==> src/rtl/q_update_ctrl.sv <==
// q_update_ctrl: sequences one Q-learning update against an external Q-table RAM.
// The block reads Q(s,a) and every Q(s',a'), then finds the max and the greedy action.
// It then applies the QUpdater arithmetic and writes the new Q(s,a) back.

// QUpdater datapath: new = old + ((r + 7/8*max - old) >> 1), all modulo 2^16.
module q_updater #(
    parameter int D_W = 16
) (
    input  logic [D_W-1:0] old_i,
    input  logic [D_W-1:0] max_i,
    input  logic [D_W-1:0] reward_i,
    output logic [D_W-1:0] new_o
);
    logic [D_W-1:0] c;

    // Temporal-difference term and half-step update, both wrapping with no saturation
    always_comb begin
        c     = reward_i + (max_i >> 1) + (max_i >> 2) + (max_i >> 3) - old_i;
        new_o = old_i + (c >> 1);
    end
endmodule

module q_update_ctrl #(
    parameter int S_W = 4,
    parameter int A_W = 2,
    parameter int D_W = 16
) (
    input  logic               clk,
    input  logic               rst,
    input  logic               start,
    input  logic [S_W-1:0]     cur_state,
    input  logic [A_W-1:0]     action,
    input  logic [S_W-1:0]     next_state,
    input  logic [D_W-1:0]     reward,
    output logic [S_W+A_W-1:0] mem_addr,
    output logic               mem_rd_en,
    input  logic [D_W-1:0]     mem_rdata,
    output logic               mem_wr_en,
    output logic [D_W-1:0]     mem_wdata,
    output logic               busy,
    output logic               done,
    output logic [D_W-1:0]     q_out,
    output logic [A_W-1:0]     best_action
);
    localparam int N_ACT = 1 << A_W;
    localparam int K_W   = A_W + 1;   // read index spans 0..N_ACT

    typedef enum logic [2:0] {IDLE, RD, LAST, CALC, WR} state_t;

    state_t             state_q;
    logic [K_W-1:0]     k_q;
    logic [S_W-1:0]     cur_q;
    logic [A_W-1:0]     act_q;
    logic [S_W-1:0]     nxt_q;
    logic [D_W-1:0]     rew_q;
    logic [D_W-1:0]     old_q;
    logic [D_W-1:0]     max_q;
    logic [A_W-1:0]     best_q;

    logic [S_W+A_W-1:0] addr_q;
    logic               rd_en_q;
    logic               wr_en_q;
    logic [D_W-1:0]     wdata_q;
    logic               busy_q;
    logic               done_q;
    logic [D_W-1:0]     q_out_q;
    logic [A_W-1:0]     best_out_q;

    logic               rd_live;
    logic [K_W-1:0]     rd_idx;
    logic [D_W-1:0]     new_q_d;

    // Which read index is landing on mem_rdata this cycle (reads return one cycle after issue)
    always_comb begin
        rd_live = 1'b0;
        rd_idx  = '0;
        if (state_q == RD && k_q != '0) begin
            rd_live = 1'b1;
            rd_idx  = k_q - K_W'(1);
        end else if (state_q == LAST) begin
            rd_live = 1'b1;
            rd_idx  = K_W'(N_ACT);
        end
    end

    q_updater #(.D_W(D_W)) u_upd (
        .old_i    (old_q),
        .max_i    (max_q),
        .reward_i (rew_q),
        .new_o    (new_q_d)
    );

    // Sequencer FSM with registered RAM strobes and status outputs
    always_ff @(posedge clk) begin
        if (rst) begin
            state_q    <= IDLE;
            k_q        <= '0;
            cur_q      <= '0;
            act_q      <= '0;
            nxt_q      <= '0;
            rew_q      <= '0;
            old_q      <= '0;
            max_q      <= '0;
            best_q     <= '0;
            addr_q     <= '0;
            rd_en_q    <= 1'b0;
            wr_en_q    <= 1'b0;
            wdata_q    <= '0;
            busy_q     <= 1'b0;
            done_q     <= 1'b0;
            q_out_q    <= '0;
            best_out_q <= '0;
        end else begin
            wr_en_q <= 1'b0;
            done_q  <= 1'b0;

            // Returning read data: old value first, then a running strict-greater max,
            // so ties keep the lowest action index
            if (rd_live) begin
                if (rd_idx == K_W'(0)) begin
                    old_q <= mem_rdata;
                end else if (rd_idx == K_W'(1)) begin
                    max_q  <= mem_rdata;
                    best_q <= '0;
                end else if (mem_rdata > max_q) begin
                    max_q  <= mem_rdata;
                    best_q <= rd_idx[A_W-1:0] - A_W'(1);
                end
            end

            case (state_q)
                IDLE: begin
                    if (start) begin
                        cur_q   <= cur_state;
                        act_q   <= action;
                        nxt_q   <= next_state;
                        rew_q   <= reward;
                        k_q     <= '0;
                        busy_q  <= 1'b1;
                        rd_en_q <= 1'b1;
                        addr_q  <= {cur_state, action};
                        state_q <= RD;
                    end
                end
                RD: begin
                    if (k_q == K_W'(N_ACT)) begin
                        rd_en_q <= 1'b0;
                        addr_q  <= '0;
                        state_q <= LAST;
                    end else begin
                        // next issue is index k+1, i.e. Q(s', k)
                        k_q    <= k_q + K_W'(1);
                        addr_q <= {nxt_q, k_q[A_W-1:0]};
                    end
                end
                LAST: begin
                    state_q <= CALC;
                end
                CALC: begin
                    wr_en_q    <= 1'b1;
                    done_q     <= 1'b1;
                    addr_q     <= {cur_q, act_q};
                    wdata_q    <= new_q_d;
                    q_out_q    <= new_q_d;
                    best_out_q <= best_q;
                    state_q    <= WR;
                end
                WR: begin
                    busy_q  <= 1'b0;
                    addr_q  <= '0;
                    state_q <= IDLE;
                end
                default: state_q <= IDLE;
            endcase
        end
    end

    assign mem_addr    = addr_q;
    assign mem_rd_en   = rd_en_q;
    assign mem_wr_en   = wr_en_q;
    assign mem_wdata   = wdata_q;
    assign busy        = busy_q;
    assign done        = done_q;
    assign q_out       = q_out_q;
    assign best_action = best_out_q;
endmodule

==> config.mk <==
export PLATFORM = sky130hd
export DESIGN_NAME = q_update_ctrl
export DESIGN_NICKNAME = d
export VERILOG_FILES = /design/src/rtl/q_update_ctrl.sv
export SDC_FILE = /design/constraint.sdc
export NUM_CORES = 1
export LEC_CHECK = 0
export ABC_AREA = 0
export BUFFER_PORTS_ARGS = -buffer_cell sky130_fd_sc_hd__buf_2
export CORE_ASPECT_RATIO = 2
export CORE_MARGIN = 2
export CORE_UTILIZATION = 53
export CTS_BUF_LIST = sky130_fd_sc_hd__clkbuf_4 sky130_fd_sc_hd__clkbuf_8 sky130_fd_sc_hd__clkbuf_16
export CTS_CLUSTER_SIZE = 12
export DETAILED_ROUTE_END_ITERATION = 10
export PLACE_DENSITY_LB_ADDON = 0.12
export SLEW_MARGIN = 20
export SYNTH_ARGS = -nofsm -noshare
export SYNTH_HDL_FRONTEND = slang
export SYNTH_SLANG_ARGS = --single-unit
==> constraint.sdc <==
create_clock -name clk -period 4.7 [get_ports clk]
set_input_delay 0.94 -clock clk [delete_from_list [all_inputs] [get_ports clk]]
set_output_delay 0.94 -clock clk [all_outputs]
set_load 0.005 [all_outputs]
==> results.yml, run 1 <==
place:
  hpwl_mm: 13.1
  io_buffer_count: 88
  post_dp_cell_area_mm2: 0.00723
  gp_congestion: 0.873
  place_inst: 998
synthesis:
  avgSynthCellArea_um2: 8.54
  yosys-top-cells-count: "127 x nand2_1, 97 x inv_1, 93 x dfxtp_1"
  synth_seq_cells: 93
  yosysTopAreaCell: "dfxtp_1"
  yosysWarnings: 0
  ys.flop_type: "dfxtp_1"
  syn_area_mm2: 0.00646
  synth_cell_types: 49
  async_flop_share_pct: 0
  yosysMostFrequentCell: "nand2_1"
  synth_top_area_share_pct: 28.8
  synth_edf_count: 0
  synth_cells: 756
  yosysSeqAreaShare_pct: 28.8
  synthesis.nets: 897
  synthTopCellsByArea: "dfxtp_1 29%, fa_1 13%, ha_1 10%"
worst_setup_path:
  worstSetupPathType: "flop to flop"
  crit_top_cell: "fa_1"
  cpLargestDelayFamily: "adder cells"
  worst-endpoint-arrival_ns: 5.20
  crit_path_max_fanout: 3
  cp-start-kind: "flop"
  cp-end-kind: "flop"
  slowest_stage: "fa_1"
  cp.required_ns: 4.94
  path_cells: "inv_2 -> fa_1 -> inv_1 -> fa_1 -> fa_1 -> ha_2 -> fa_2 -> a21o_1 -> a21oi_2 -> o2111ai_2 -> nor2b_1 -> nor2_1 -> xnor2_1 -> ha_1 -> and3_4 -> o211ai_1 -> o21ai_2 -> o41ai_4 -> o21bai_1 -> xor2_1 -> a22o_1"
  path_buf_inv: 2
  r2r_slack_ns: -0.26
  max_stage_delay_ns: 0.52
sta:
  finalCritPeriodShare_pct: 105
  drv_slew: 0
  rsz0062_at_grt: "true"
  fin_skew_ns: 0.0120
  hold_viol_final: 0
  worst_slack_ns: -0.258
  period_needed_ns: 4.96
  relSlewSlack_pct: 30.8
  worst_slew_pin_slew_ns: 1.04
  fmax_ghz: 0.202
  setup_viol: 7
  timing.hold.ws_ns: 0.453
clocking:
  htree_levels: 3
  clk_latency_ns: 0.35
  cts_tree: "yes"
  numClockSinks: 93
  cts.clk_slew.worst_paths_ns: 0.08
  cts-root-buf: "clkbuf_16"
  numCtsBuffers: 9
  holdBufCountCts: 0
  clock_path_buffers: 2
finish:
  area_delta_synth_final_pct: 21.1
  final_nets: 1012
  layout-drive-gt1-share_pct: 24.4
  instances_no_fill: 1023
  diodes: 0
  final_cell_area_mm2: 0.00782
min_path:
  min_path_type: "flop to flop"
global_routing:
  grt_pass1_vias: 5909
  antenna_found_initial: 0
  grt.total_usage_pct: 27.7
  grt_pass1_wl_mm: 27.8
  overflow: 0
  grt_max_degree: 52
drt:
  viasPerCell: 5.46
  postRouteAntennaNets: 0
  drc: 0
  wl_per_cell_um: 16.6
  drtIter0Drc: 202
  firstDrtPassIters: 5
  vias: 5583
  wl_mm: 17.0
floorplanning:
  io_pins: 89
  dieWidth_um: 82.1
  start_util_pct: 53.6
  die_area_mm2: 0.0131
  num_rows: 57
  fp.dieH_um: 160
  core-area_mm2: 0.0121
power:
  power_density_mw_per_mm2: 538
  ir_drop_uv: 385
  finalPower_mw: 4.21
  p_leak_nw: 3.79
run_status:
  status: "finished with violations"
  violations: "negative setup slack"
job:
  drv_cap: 0
-- power by group --
part / internal (mW) / switching [mW] / total [mW]
clock: 0.433 / 0.367 / 0.800
combinational: 1.23 / 1.29 / 2.52
sequential: 0.844 / 0.0449 / 0.889
-- layer usage --
metal	GRT usage, %	wire length [um]	up-vias
li1	-	-	2699
met1	28.7	6200	2664
met2	50.9	9220	165
met3	4.97	700	55
met4	13.2	857	0
met5	0	0	-
-- what timing repair did --
item                       in CTS  in global routing
setup buffers                   6                  3
pin swaps                      24                  6
setup endpoints to repair       6                 10
gates resized for setup        27                 18
-- final cells by class --
| cell class | count | area (um2) |
|---|---|---|
| inverter | 97 | 364 |
| multi-input combinational | 521 | 4170 |
| timing repair buffer | 149 | 910 |
| tap | 147 | 184 |
| sequential | 93 | 1860 |
| fill | 1045 | 4230 |
| clock inverter | 7 | 103 |
| clock buffer | 9 | 225 |
-- worst min-delay path, cell delays in order, from the launching register on --
cell and delay (ns):
dfxtp_1 0.31, nand2_1 0.05, a21oi_1 0.05
-- through the flow --
step	worst slack (ns)	TNS (ns)	util, %
final	-0.258	-1.15	64.9
after global routing	-0.548	-3.27	64.9
after CTS	-0.252	-0.820	63.9
after detailed placement	-0.275	-1.19	60.0
after global placement	-0.179	-0.596	60.0
after floorplan	0.0104	0	-
-- flip-flops by register name, summed over array words and instances, names as in the netlist, 2 cells and up --
signal       flops
mem_addr         6
rew_q           16
best_action      2
state_q          3
act_q            2
nxt_q            4
cur_q            4
old_q           16
max_q           16
k_q              3
q_out           16
best_q           2
-- final timing paths --
kind / startpoint / end / cells after the start
setup reg to reg: rew_q[1] / q_out[13] / 21
hold / removal: best_q[0] / best_action[0] / 2
setup / recovery: rew_q[1] / q_out[13] / 21
hold reg to reg: best_q[0] / best_action[0] / 2
-- kinds of logic after synthesis --
kind of cell	share of synthesized area (%)
AO/OA/AOI/OAI	13.7
XOR/XNOR	4.07
adder cells (fa/ha/maj)	23.5
buffers and inverters	9.78
flip-flops	28.8
multiplexers	5.62
AND/OR/NAND/NOR	14.6
-- layout by cell type (no fill, tap or decap), types with 4 or more instances in the layout --
cell type,netlist,final
a211oi_1,9,8
nand3_1,10,8
a222oi_1,6,6
ha_1,54,51
clkbuf_16,0,9
mux2i_1,34,34
buf_4,17,58
buf_2,3,88
nand4_1,5,5
dfxtp_1,93,91
fa_1,42,41
nor2b_1,6,6
nand2_1,127,126
and3_1,9,5
o211ai_1,4,4
xor2_1,8,7
o21ai_0,9,5
o21ai_2,1,7
a21oi_1,67,57
nor2_1,45,45
nor3_1,4,4
xnor2_1,22,20
a21o_1,16,16
inv_1,97,95
a21oi_2,0,9
Power figures use the tool's default switching activity.
==> inputs of run 2 (changes only) <==
- SKIP_CTS_REPAIR_TIMING: not set -> 1
==> run 2 against run 1 <==
  * The run still ends with negative setup slack left
  * Cell count down 0.49%
  * Power down 2.6%
  * Flip-flop and latch count unchanged
  * Routed wire length down 0.93%
  * Largest cell class unchanged
  * Clock power about the same
  * Clock skew up 0.00054 ns
  * Critical path depth unchanged
  * Largest power group unchanged
  * Utilization down 0.44 points
  * Global-route usage down 0.55 points
==> results.yml, run 2 (synthesized netlist as in run 1, its figures left out) <==
finish:
  multiInputGateArea_mm2: 0.00415
  mostFrequentLayoutCell: "nand2_1"
  final_nets: 1007
  area_delta_synth_final_pct: 20.3
  seqCellArea_mm2: 0.00186
  layout-drive-gt1-share_pct: 23.7
  final_cell_area_mm2: 0.00777
  nFillCells: 1052
  instances_no_fill: 1018
  final_util_pct: 64.5
  layout_common_cells: "126 x nand2_1, 93 x inv_1, 91 x dfxtp_1"
  diodes: 0
run_status:
  status: "finished with violations"
  violations: "negative setup slack"
worst_setup_path:
  cp.required_ns: 4.94
  worst-endpoint-arrival_ns: 5.27
  max_stage_delay_ns: 0.52
  cpLargestDelayFamily: "adder cells"
  worstSetupPathType: "flop to flop"
  path_cells: "inv_2 -> fa_1 -> inv_1 -> fa_1 -> fa_2 -> ha_4 -> fa_2 -> a21o_1 -> a21oi_2 -> o2111ai_2 -> buf_4 -> a211oi_2 -> buf_4 -> o21ai_1 -> a21oi_1 -> xnor2_1 -> ha_1 -> a21oi_2 -> o21ai_1 -> xor2_1 -> a22o_1"
  crit_path_max_fanout: 3
  cp-start-kind: "flop"
  cp-end-kind: "flop"
  path_buf_inv: 4
  slowest_stage: "fa_1"
clocking:
  cts.clk_slew.worst_paths_ns: 0.08
  cts_tree: "yes"
  clock_path_buffers: 2
  clk_latency_ns: 0.35
  numClockSinks: 93
  htree_levels: 3
  numCtsBuffers: 9
  cts-root-buf: "clkbuf_16"
floorplanning:
  core-area_mm2: 0.0121
  io_pins: 89
  dieWidth_um: 82.1
  start_util_pct: 53.6
  die_area_mm2: 0.0131
  fp.dieH_um: 160
  num_rows: 57
global_routing:
  grtUsageMet3_pct: 4.63
  use_met2_pct: 50.3
  grt_max_degree: 52
  grt_pass1_vias: 5785
  grt-busiest-layer: "met2"
  antenna_found_initial: 0
  grt_util_met1_pct: 29.0
  overflow: 0
  grt.total_usage_pct: 27.1
  grt_pass1_wl_mm: 27.3
drt:
  viasPerCell: 5.45
  wl_per_cell_um: 16.5
  drc: 0
  drtIter0Drc: 199
  postRouteAntennaNets: 0
  vias: 5544
  firstDrtPassIters: 5
  wl_mm: 16.8
power:
  finalPower_mw: 4.10
  ir_drop_uv: 424
  power_density_mw_per_mm2: 527
  p_leak_nw: 3.75
place:
  io_buffer_count: 88
  gp_congestion: 0.873
  post_dp_cell_area_mm2: 0.00723
  hpwl_mm: 13.1
  dp_worst_setup_slack_ns: -0.275
  place_inst: 998
job:
  drv_cap: 0
sta:
  fmax_ghz: 0.199
  hold_viol_final: 0
  period_needed_ns: 5.03
  drv_slew: 0
  relSlewSlack_pct: 30.8
  worst_slew_pin_slew_ns: 1.04
  worst_slack_ns: -0.327
  finalCritPeriodShare_pct: 107
  fin_tns_setup_ns: -0.992
  timing.hold.ws_ns: 0.452
  setup_viol: 5
  fin_skew_ns: 0.0126
  rsz0062_at_grt: "true"
min_path:
  min_path_type: "flop to flop"
run 2: changes by cell type in the layout (fill, tap and decap cells not counted), moves of 2 or more:
| cell | before | now |
|---|---|---|
| a21oi_1 | 57 | 59 |
| buf_4 | 58 | 52 |
| inv_1 | 95 | 93 |
| inv_2 | 2 | 4 |
| o21ai_0 | 5 | 3 |
| o21ai_1 | 3 | 7 |
| o21ai_2 | 7 | 5 |
run 2: worst min-delay path, stage by stage, from the launching register on:
cell	delay, ns
dfxtp_1	0.31
nand2_1	0.05
a21oi_1	0.05
run 2: layout make-up:
type / instances / share of cell area (%)
Clock buffer: 9 / 2.90
Inverter: 97 / 4.69
Sequential cell: 93 / 24.0
Multi-Input combinational cell: 521 / 53.5
Timing Repair Buffer: 144 / 11.3
Clock inverter: 7 / 1.32
Tap cell: 147 / 2.37
run 2: final timing paths:
check	from	end	slack [ns]	cells after the start
worst max-delay path	rew_q[1]	q_out[15]	-0.33	21
worst min-delay path	best_q[0]	best_action[0]	0.45	2
worst max register to register	rew_q[1]	q_out[15]	-0.33	21
worst min register to register	best_q[0]	best_action[0]	0.45	2
run 2: where the power goes:
group	internal [mW]	leakage, nW	total [mW]	switching (mW)
sequential	0.844	0.758	0.889	0.0449
combinational	1.15	2.83	2.41	1.26
clock	0.433	0.160	0.800	0.367
total	2.43	3.75	4.10	1.67
run 2: routing by layer:
| layer | routed length [um] | part of all wire, % |
|---|---|---|
| met1 | 6170 | 37 |
| met2 | 9270 | 55 |
| met3 | 676 | 4.0 |
| met4 | 705 | 4.2 |
| met5 | 0 | 0 |
==> inputs of run 3 (changes only) <==
- BUFFER_PORTS_ARGS: -buffer_cell sky130_fd_sc_hd__buf_2 -> not set
- CORE_UTILIZATION: 53 -> 59
- DONT_BUFFER_PORTS: not set -> 1
==> run 3 against run 2 <==
  * Flip-flop and latch count stayed put
  * First-iteration DRC count down 17%
  * Cell count shrank 9.1%
  * Final area fell by 6.6%
  * Hold slack worse by 0.0025 ns
  * Maximum frequency rose by 0.31%
  * Setup slack better by 0.015 ns
  * Largest cell class unchanged
  * Register-to-register slack improved by 0.02 ns
  * The run still ends with negative setup slack left
  * Combinational power fell by 2%
  * Non-clock buffer count shrank 86
==> results.yml, run 3 (synthesized netlist as in run 1, its figures left out) <==
run_status:
  status: "finished with violations"
  violations: "negative setup slack"
worst_setup_path:
  max_stage_delay_ns: 0.53
  worstSetupPathType: "flop to flop"
  crit_path_max_fanout: 3
  reg2reg_from: "rew_q[1]"
  worst-endpoint-arrival_ns: 5.25
  cp-start-kind: "flop"
  path_cells: "inv_1 -> fa_1 -> inv_1 -> fa_1 -> fa_1 -> ha_2 -> fa_2 -> a21o_1 -> a21oi_2 -> o2111ai_2 -> nor2b_1 -> nor2_1 -> xnor2_1 -> ha_1 -> a21oi_2 -> o21bai_2 -> o41ai_2 -> o21ai_1 -> xor2_1 -> a22o_1"
  cp-end-kind: "flop"
  cp.required_ns: 4.94
  r2r_cells: 20
  slowest_stage: "fa_1"
  r2r_slack_ns: -0.31
  crit_top_cell: "fa_1"
  r2r-end: "q_out[15]"
sta:
  relSlewSlack_pct: 25.5
  worst_slack_ns: -0.312
  fmax_ghz: 0.200
  finalCritPeriodShare_pct: 107
  hold_viol_final: 0
  worst_slew_pin_slew_ns: 1.12
  fin_skew_ns: 0.0102
  setup_viol: 5
  drv_slew: 0
  rsz0062_at_grt: "true"
  fin_tns_setup_ns: -0.853
  period_needed_ns: 5.01
finish:
  instances_no_fill: 925
  nFillCells: 952
  mostFrequentLayoutCell: "nand2_1"
  final_util_pct: 67.1
  final_nets: 921
  layout_common_cells: "127 x nand2_1, 93 x inv_1, 90 x dfxtp_1"
  seqCellArea_mm2: 0.00187
  area_delta_synth_final_pct: 12.3
  diodes: 0
  layout-drive-gt1-share_pct: 14.8
  multiInputGateArea_mm2: 0.00411
drt:
  wl_mm: 16.0
  postRouteAntennaNets: 0
  vias: 5114
  drc: 0
  drtIter0Drc: 166
  wl_per_cell_um: 17.3
  firstDrtPassIters: 4
  viasPerCell: 5.53
place:
  gp_congestion: 0.923
  place_inst: 902
  io_buffer_count: 0
  hpwl_mm: 12.5
  dp_worst_setup_slack_ns: -0.346
floorplanning:
  fp.dieH_um: 152
  core-area_mm2: 0.0108
  num_rows: 54
  die_area_mm2: 0.0119
  io_pins: 89
  dieWidth_um: 78.0
  start_util_pct: 59.8
clocking:
  cts_tree: "yes"
  clk_latency_ns: 0.35
  numClockSinks: 93
  htree_levels: 3
  numCtsBuffers: 9
  cts.clk_slew.worst_paths_ns: 0.08
  clock_path_buffers: 2
  cts-root-buf: "clkbuf_16"
power:
  ir_drop_uv: 323
  finalPower_mw: 3.98
  power_density_mw_per_mm2: 549
  p_leak_nw: 3.32
min_path:
  min_path_type: "flop to flop"
  hp-start: "rew_q[1]"
  hold_end: "rew_q[1]"
  min_path_cells: 2
global_routing:
  antenna_found_initial: 0
  grt_pass1_wl_mm: 25.4
  overflow: 0
  grt.total_usage_pct: 27.4
  grt_max_degree: 75
  grt_pass1_vias: 5296
job:
  drv_cap: 0
## run 3: cell types whose count changed in the layout (fill, tap and decap cells not counted), moves of 2 or more
cell / delta
buf_2: -88
buf_4: +5
buf_6: -3
o21ai_0: +2
## run 3: power by group
group / total (mW) / switching [mW] / internal (mW)
clock: 0.740 / 0.363 / 0.377
sequential: 0.893 / 0.0492 / 0.844
combinational: 2.35 / 1.20 / 1.15
total: 3.98 / 1.61 / 2.37
## run 3: final cells by class
cell class,count,share of cell area [%]
timing repair buffer,58,6.05
clock inverter,7,1.02
tap,140,2.41
clock buffer,9,3.10
sequential,93,25.7
inverter,97,5.02
multi-input combinational,521,56.7
## run 3: worst max-delay path by stage
stage	start	end	slack [ns]	cells past startpoint
2_1_floorplan	rew_q[1]	q_out[15]	0.01	21
3_3_place_gp	old_q[2]	q_out[15]	-0.22	21
3_5_place_dp	old_q[2]	q_out[15]	-0.35	21
4_1_cts	old_q[2]	q_out[15]	-0.35	21
5_1_grt	rew_q[1]	q_out[15]	-0.49	20
6_report	rew_q[1]	q_out[15]	-0.31	20
## run 3: per-stage QoR
stage          hold slack [ns]  area (um2)
2_1_floorplan            0.427        6490
5_1_grt                  0.470        7260
3_3_place_gp             0.427        6780
6_report                 0.450        7260
4_1_cts                  0.453        7080
3_5_place_dp             0.442        6780
## run 3: worst max-delay path, delay by kind of cell, from the launching register on
family	cells	cell delay, ns
xor+xnor	2	0.29
flops	1	0.33
buf+inv	2	0.10
compound gates	8	1.62
fa+ha+maj	6	2.28
simple gates	2	0.27
## run 3: layer usage
metal / part of all wire [%] / vias up / track usage (%)
met2: 56 / 128 / 52.8
met1: 35 / 2422 / 28.1
li1: - / 2522 / -
met4: 4.2 / 0 / 11.4
met5: 0 / - / 0
met3: 4.3 / 42 / 4.75
